**src/rtl/ram_bist_ctrl.sv**
```systemverilog
// March C- style BIST sequencer for a single-port-per-direction synchronous RAM.
// Walks elements M0..M5 and stops at the first read mismatch with its location captured.
module ram_bist_ctrl #(
  parameter int WIDTH = 4,
  parameter int DEPTH = 8,
  localparam int AW = $clog2(DEPTH)
) (
  input  logic             clk,
  input  logic             res,
  input  logic             start,
  output logic             busy,
  output logic             done,
  output logic             fail,
  output logic [2:0]       fail_phase,
  output logic [AW-1:0]    fail_addr,
  output logic [WIDTH-1:0] fail_exp,
  output logic [WIDTH-1:0] fail_got,
  output logic             ram_wen,
  output logic             ram_ren,
  output logic [AW-1:0]    ram_addr,
  output logic [WIDTH-1:0] ram_data,
  input  logic [WIDTH-1:0] ram_q,
  output logic [2:0]       fsm_state
);

  localparam logic [2:0] S_IDLE = 3'd0;
  localparam logic [2:0] S_M0   = 3'd1;
  localparam logic [2:0] S_M1   = 3'd2;
  localparam logic [2:0] S_M2   = 3'd3;
  localparam logic [2:0] S_M3   = 3'd4;
  localparam logic [2:0] S_M4   = 3'd5;
  localparam logic [2:0] S_M5   = 3'd6;
  localparam logic [2:0] S_DONE = 3'd7;

  localparam logic [WIDTH-1:0] ALL0      = '0;
  localparam logic [WIDTH-1:0] ALL1      = '1;
  localparam logic [AW-1:0]    ADDR_LAST = AW'(DEPTH - 1);

  // Handshake: start is accepted on any edge where busy=0; busy stays high for the
  // whole march and done is a level that holds until the next accepted start or res.

  logic [2:0]       state;
  logic [AW-1:0]    addr;
  logic             cmp_cycle;
  logic             in_rw;
  logic             descending;
  logic             last_addr;
  logic             match;
  logic [WIDTH-1:0] exp_word;
  logic [WIDTH-1:0] wr_word;
  logic [AW-1:0]    next_addr;

  always_comb begin
    in_rw      = (state >= S_M1) && (state <= S_M5);
    descending = (state >= S_M3) && (state <= S_M5);
    exp_word   = ((state == S_M2) || (state == S_M4)) ? ALL1 : ALL0;
    wr_word    = ((state == S_M1) || (state == S_M3)) ? ALL1 : ALL0;
    match      = (ram_q == exp_word);
    last_addr  = descending ? (addr == '0) : (addr == ADDR_LAST);
    next_addr  = descending ? (addr - AW'(1)) : (addr + AW'(1));
  end

  // The write-back in a compare cycle is gated by the live read data, so a
  // mismatching word is never overwritten before it is reported.
  always_comb begin
    ram_ren  = in_rw && !cmp_cycle;
    ram_wen  = (state == S_M0) || (in_rw && (state != S_M5) && cmp_cycle && match);
    ram_data = ((state >= S_M0) && (state <= S_M4)) ? wr_word : ALL0;
    ram_addr = addr;
  end

  always_ff @(posedge clk) begin
    if (res) begin
      state      <= S_IDLE;
      addr       <= '0;
      cmp_cycle  <= 1'b0;
      fail       <= 1'b0;
      fail_phase <= 3'd0;
      fail_addr  <= '0;
      fail_exp   <= '0;
      fail_got   <= '0;
    end else begin
      case (state)
        S_IDLE, S_DONE: begin
          if (start) begin
            state      <= S_M0;
            addr       <= '0;
            cmp_cycle  <= 1'b0;
            fail       <= 1'b0;
            fail_phase <= 3'd0;
            fail_addr  <= '0;
            fail_exp   <= '0;
            fail_got   <= '0;
          end
        end
        S_M0: begin
          if (last_addr) begin
            state <= S_M1;
            addr  <= '0;
          end else begin
            addr <= next_addr;
          end
        end
        default: begin
          if (!cmp_cycle) begin
            cmp_cycle <= 1'b1;
          end else begin
            cmp_cycle <= 1'b0;
            if (!match) begin
              state      <= S_DONE;
              fail       <= 1'b1;
              fail_phase <= state - S_M0;
              fail_addr  <= addr;
              fail_exp   <= exp_word;
              fail_got   <= ram_q;
            end else if (last_addr) begin
              // M1 -> M2 stays ascending; every later element starts from the top.
              state <= state + 3'd1;
              addr  <= (state == S_M1) ? '0 : ADDR_LAST;
            end else begin
              addr <= next_addr;
            end
          end
        end
      endcase
    end
  end

  always_comb begin
    busy      = (state >= S_M0) && (state <= S_M5);
    done      = (state == S_DONE);
    fsm_state = state;
  end

endmodule
```
**config.mk**
```make
export PLATFORM = sky130hd
export DESIGN_NAME = ram_bist_ctrl
export DESIGN_NICKNAME = d
export VERILOG_FILES = /design/src/rtl/ram_bist_ctrl.sv
export SDC_FILE = /design/constraint.sdc
export NUM_CORES = 1
export LEC_CHECK = 0
export CAP_MARGIN = 20
export CORE_AREA = 8 8 67 69
export CTS_CLUSTER_SIZE = 28
export DETAILED_ROUTE_END_ITERATION = 6
export DIE_AREA = 0 0 75 77
export MAX_ROUTING_LAYER = met4
export PLACE_DENSITY = 0.69
export RECOVER_POWER = 100
export SETUP_SLACK_MARGIN = 0.02
export SLEW_MARGIN = 40
export SYNTH_ARGS = -nofsm -noshare
export SYNTH_HDL_FRONTEND = slang
export SYNTH_SLANG_ARGS = --single-unit
```
**constraint.sdc**
```tcl
create_clock -name clk -period 1.9 [get_ports clk]
set_input_delay 0.38 -clock clk [delete_from_list [all_inputs] [get_ports clk]]
set_output_delay 0.38 -clock clk [all_outputs]
set_load 0.03 [all_outputs]
```
==> results.cfg, run 1 <==
[clock_tree]
cts_tree = yes
cts_root_buf = clkbuf_4
numCtsBuffers = 3
cts.sinks = 19
htreeDepth = 1
path_clk_slew_ps = 110
clock_latency_ps = 300
cts_max_path_buffers = 2

[sta]
tightestPinTransition_ps = 466.7
finalHoldViolations = 0
finalCritPeriodShare_pct = 110.0
fin_ws_ps = -190.2
clock.fmax_mhz = 478.4
timing.hold.ws_ps = 458.6
relSlewSlack_pct = 68.85
setup_viol = 24
post-route-min-period_ps = 2090
rsz0062_at_grt = yes
slew_viol_final = 0
skew_ps = 3.311

[global_routing]
grt_usage_pct = 16.10
grt_pass1_vias = 1510
grt_max_degree = 11
grt_remaining_overflow = 0
antenna_found_initial = 0
grt_pass1_wl_um = 7245

[synth]
yosys.area_share.simple_pct = 20.83
async_reset_ff_share_pct = 0
yosysTopAreaCell = dfxtp_1
synth_edf_count = 0
synth_fa_ha_area_share_pct = 9.470
synthCells = 163
yosysSeqAreaShare_pct = 28.79
syn_nets = 180
yosysTopAreaCellShare_pct = 28.79
ys_warn_count = 0
ys_top_cells_by_area = dfxtp_1, ha_1, a21oi_1
synth_compound_area_share_pct = 25.57
synthMuxAreaShare_pct = 4.261
synth_flop_cell = dfxtp_1
synth_top_family_by_area = compound AO/OA/AOI/OAI gates
netlist_area_um2 = 1321
synth-xor-area-share_pct = 1.326
synth.avg_cell_area_um2 = 8.106
synth_cell_types = 42
ys_ff_latch = 19

[min_path]
hp-class = flop to flop

[setup_path]
crit_path_end_kind = output port
crit_top_cell = mux2i_4
crit_type = flop to output port
critPathLaunchType = flop
crit_chain = inv_6 > ha_4 > mux2i_4 > mux2i_4 > nand3_2 > nand2_2 > buf_6
slowest_delay_ps = 400
critical_path_required_ps = 1520
worst_path_max_delay_cell = dfxtp_4
crit_fanout = 4
rrSetupSlack_ps = -180
arrival_ps = 1710

[power]
vdd_drop_max_mv = 0.9214
clkPwrFrac_pct = 4.8
intPower_w = 0.002351
power_leakage_nw = 0.9267
switching_share_pct = 46.23
seqPwrFrac_pct = 15.0
pwr-share-comb_pct = 80.3
p_sw_w = 0.002021
power_density_nw_per_um2 = 1876

[finish]
drive_above_1_share_pct = 47.08
fin_cells = 288
area_growth_pct = 76.42
fill_cells = 307
n_antenna_cell = 0
fin_nets = 258

[status]
violations = setup timing
outcome = finished with violations

[placed_design]
portBuffers = 35
routabilityCongestion = 0.9217
dp_hpwl_um = 3417
placed_cells = 274

[drt]
wirelength_um = 4540
wl_per_cell_um = 15.76
dr.pass1.iters = 4
viasPerCell = 5.236
drt_iter0_markers = 65
postRouteAntennaNets = 0
dr_total_vias = 1508
drc_errors = 0

[floorplan]
rows = 22
core_area_um2 = 3496
die_h_um = 77
boundaryPins = 36
dieWidth_um = 75
dieArea_um2 = 5775
start_util_pct = 37.80

[flow_run]
max_cap_viol_count = 0
## synthesized netlist by cell type, drive strengths merged, types with 2 or more instances
master / n
a311oi: 2
o31ai: 4
or3: 3
xnor2: 2
o22ai: 3
nand3: 10
ha: 10
inv: 7
a31oi: 5
dfxtp: 19
nand2b: 5
nor2b: 2
a21boi: 2
nor3: 3
buf: 10
o21ai: 7
a31o: 2
a21oi: 17
mux2: 2
clkbuf: 6
a211oi: 2
nor2: 8
nand2: 19
mux2i: 3
## logic make-up (layout without fill, tap and decap cells)
| kind of cell | Yosys count | in the layout |
|---|---|---|
| simple gates | 55 | 55 |
| compound gates | 49 | 49 |
| buf+inv | 23 | 100 |
| flops | 19 | 19 |
| fa+ha+maj | 10 | 10 |
| mux | 5 | 5 |
| xor+xnor | 2 | 2 |
## repair_timing
| action | in CTS | in global routing |
|---|---|---|
| hold endpoints to repair | 0 | 0 |
| resized for setup | 35 | 21 |
| hold buffers | 0 | 0 |
| setup buffers | 5 | 5 |
| endpoints found under the setup margin | 27 | 27 |
| pin swaps | 10 | 7 |
## per-stage QoR
| step | utilization, % | TNS [ps] | total power (W) | setup WS, ps | cell area, um^2 |
|---|---|---|---|---|---|
| after CTS | 63.71 | -3085 | 0.004037 | -217.2 | 2227 |
| final | 66.68 | -3035 | 0.004372 | -190.2 | 2331 |
| after detailed placement | 58.23 | -8276 | 0.003518 | -504.1 | 2036 |
| after global routing | 66.68 | -5001 | 0.004658 | -277.9 | 2331 |
| after floorplan | - | -283.1 | 0.002390 | -58.37 | 1429 |
| after global placement | 58.23 | -8159 | 0.003492 | -510.3 | 2036 |
## layout by cell type, fill, tap and decap left out, types with 4 or more instances in the layout
cell type and n:
dfxtp_1 14, clkbuf_1 4, a31oi_1 4, dlygate4sd2_1 7, o31ai_1 4, buf_4 47
nand3_1 9, nand2_1 18, o21ai_0 5, a21oi_1 15, ha_4 5, nor2_1 6
clkdlybuf4s50_1 17, buf_6 14
## flip-flops by register name, summed over array words and instances (netlist names)
signal	count
fsm_state	3
fail_phase	3
ram_addr	3
fail_got	4
fail_exp	1
cmp_cycle	1
fail	1
fail_addr	3
## cell type report
| class | instances | area (um^2) | share of cell area (%) |
|---|---|---|---|
| clock buffers | 4 | 26.28 | 1.127 |
| inverters | 7 | 31.28 | 1.342 |
| flip-flops and latches | 19 | 394.1 | 16.91 |
| repair buffers | 89 | 763.2 | 32.74 |
| multi-input cells | 121 | 1056 | 45.30 |
| well taps | 48 | 60.06 | 2.576 |
## worst max-delay path, delay by kind of cell (launching register included)
| family | cells | cell delay [ps] |
|---|---|---|
| AND/OR/NAND/NOR | 2 | 180 |
| flip-flops | 1 | 400 |
| multiplexers | 2 | 490 |
| adder cells (fa/ha/maj) | 1 | 160 |
| buffers and inverters | 2 | 170 |
## layer usage
layer | wire, um | vias to the layer above | part of all wire (%) | track usage (%)
met1 | 1790 | 738 | 39 | 17.38
met4 | 36 | 0 | 0.79 | 2.353
met5 | 0 | - | 0 | -
met2 | 2531 | 34 | 56 | 29.41
met3 | 181 | 4 | 4.0 | 2.991
li1 | - | 732 | - | -
## path summary, 6_finish.rpt
kind | from | to | cells past startpoint
worst max-delay path | fsm_state[1] | ram_wen | 7
worst max register to register | fsm_state[1] | fail_phase[2] | 9
worst min-delay path | fail_got[0] | fail_got[0] | 2
worst min register to register | fail_got[0] | fail_got[0] | 2
## power by group through the flow
stage	Combinational (W)	Sequential, W	Clock (W)
final	0.00351	0.000655	0.000208
after floorplan	0.00159	0.000798	0
after global placement	0.00285	0.000644	0
after CTS	0.00317	0.000656	0.000215
after detailed placement	0.00287	0.000650	0
after global routing	0.00376	0.000672	0.000231
Note: power is estimated with default switching activity, not from simulation.
==> run 2: changes to the inputs <==
- CORE_AREA: 8 8 67 69 -> 8 8 76 78
- DIE_AREA: 0 0 75 77 -> 0 0 84 86
- GPL_TIMING_DRIVEN: not set -> 0
- PLACE_DENSITY: 0.69 -> 0.55
- TNS_END_PERCENT: not set -> 1
==> run 2 against run 1 <==
Effect of this change: the flow still finishes with violations (setup timing); critical path depth unchanged; worst hold slack worse by 7.8 ps; sequential cell count unchanged; non-clock buffer count down 22; total power down 10%; wire length down 8.5%; sequential share of layout area up 1.3 points; clock skew up 2.7 ps; cell area down 7.1%; critical path type unchanged.
==> results.cfg, run 2 (synthesis results as in run 1) <==
[status]
outcome = finished with violations
violations = setup timing

[placed_design]
portBuffers = 34
placed_cells = 251
dp_hpwl_um = 2863
routabilityCongestion = 0.8077

[floorplan]
dieWidth_um = 84
dieArea_um2 = 7224
boundaryPins = 36
core_area_um2 = 4598
die_h_um = 86
rows = 25
start_util_pct = 28.73

[setup_path]
critical_path_required_ps = 1520
crit_path_end_kind = output port
slowest_delay_ps = 400
arrival_ps = 1740
path_buf_inv = 2
worst_path_max_delay_cell = dfxtp_4
crit_type = flop to output port
critPathLaunchType = flop
crit_chain = inv_6 > ha_4 > mux2i_4 > mux2i_4 > nand3_2 > nand2_2 > buf_6
crit_top_cell = mux2i_4
critPathTopFamily = multiplexers
crit_fanout = 4

[drt]
dr.pass1.iters = 4
drt_iter0_markers = 49
postRouteAntennaNets = 0
wl_per_cell_um = 15.28
wirelength_um = 4155
dr_total_vias = 1375
viasPerCell = 5.055
drc_errors = 0

[sta]
finalHoldViolations = 0
fin_ws_ps = -219.6
finalCritPeriodShare_pct = 111.6
slew_viol_final = 0
setup_viol = 23
relSlewSlack_pct = 58.63
rsz0062_at_grt = yes
post-route-min-period_ps = 2120
skew_ps = 5.994
timing.hold.ws_ps = 450.8
tightestPinTransition_ps = 612.6
clock.fmax_mhz = 471.8

[power]
pwr-share-comb_pct = 76.6
power_leakage_nw = 0.8283
p_sw_w = 0.001919
intPower_w = 0.001996
clkPwrFrac_pct = 7.3
power_density_nw_per_um2 = 1809
vdd_drop_max_mv = 0.7178
total_power_w = 0.003915
seqPwrFrac_pct = 16.2
switching_share_pct = 49.02

[global_routing]
antenna_found_initial = 0
grt_max_degree = 11
grt_pass1_wl_um = 6768
grt_remaining_overflow = 0
grt_pass1_vias = 1422
grt_usage_pct = 11.50

[finish]
area_growth_pct = 63.83
final_util_pct = 47.07
final_common_cell = buf_4
largest-register = fail_got
fin_nets = 236
fin_cells = 272
final_cell_mix = buf_4, nand2_1, dfxtp_1, buf_6, dlygate4sd3_1
n_antenna_cell = 0
largest_register_ffs = 4
drive_above_1_share_pct = 40.37

[clock_tree]
htreeDepth = 1
cts_root_buf = clkbuf_8
numCtsBuffers = 3
cts_hold_buf = 0
cts.sinks = 19
path_clk_slew_ps = 70
clock_latency_ps = 260
cts_max_path_buffers = 2
cts_tree = yes

[flow_run]
max_cap_viol_count = 0

[min_path]
hp-class = flop to flop
[run 2: cell types whose count changed in the layout (fill, tap and decap cells not counted), sizes merged]
| cell | before | now |
|---|---|---|
| buf | 61 | 35 |
| dlygate4sd3 | 0 | 13 |
| clkdlybuf4s50 | 17 | 6 |
| clkbuf | 7 | 12 |
| dlygate4sd2 | 7 | 5 |
| clkdlybuf4s15 | 1 | 0 |
[run 2: final timing paths]
kind	from	to	slack, ps	depth (start not counted)
max	fsm_state[1]	ram_wen	-220	7
min	fail_phase[2]	fail_phase[2]	450	2
max reg2reg	fsm_state[1]	fsm_state[2]	-190	9
min reg2reg	fail_phase[2]	fail_phase[2]	450	2
[run 2: timing repair]
item | CTS | global route
gates cloned | 0 | 1
buffers inserted | 10 | 7
setup endpoints to repair | 26 | 28
pin swaps | 6 | 7
resized for setup | 71 | 23
[run 2: cell type report]
class                      instances  area, um^2
clock buffer                       4       45.04
inverter                           7       31.28
multi-input combinational        121        1045
buffer                            15       118.9
timing repair buffer              52       462.9
sequential                        19       394.1
tap                               54       67.56
fill                             450        2434
[run 2: per-layer routing]
metal,up-vias,share of wire [%],track usage [%]
met5,-,0,-
met4,0,0.99,2.669
met3,6,4.2,3.318
met2,29,48,19.23
met1,649,46,13.30
li1,691,-,-
[run 2: metrics by stage]
step                instance area [um^2]  setup TNS, ps  setup slack (ps)
CTS                                 2034          -3033            -207.0
global route                        2165          -5154            -285.3
detailed placement                  1832         -13160             -1219
floorplan                           1424         -283.1            -58.38
finish                              2165          -3241            -219.6
global placement                    1832         -12880             -1222
[run 2: worst min-delay path, cell delays in order (launching register included)]
cell	delay, ps
dfxtp_1	310
nand2_1	50
a21oi_1	50
[run 2: power by group through the flow]
| stage | clock network [W] | logic, W | registers (W) |
|---|---|---|---|
| after floorplan | 0 | 0.00158 | 0.000798 |
| after global placement | 0 | 0.00242 | 0.000649 |
| after detailed placement | 0 | 0.00243 | 0.000649 |
| after CTS | 0.000292 | 0.00269 | 0.000650 |
| after global routing | 0.000305 | 0.00326 | 0.000650 |
| final | 0.000284 | 0.00300 | 0.000633 |
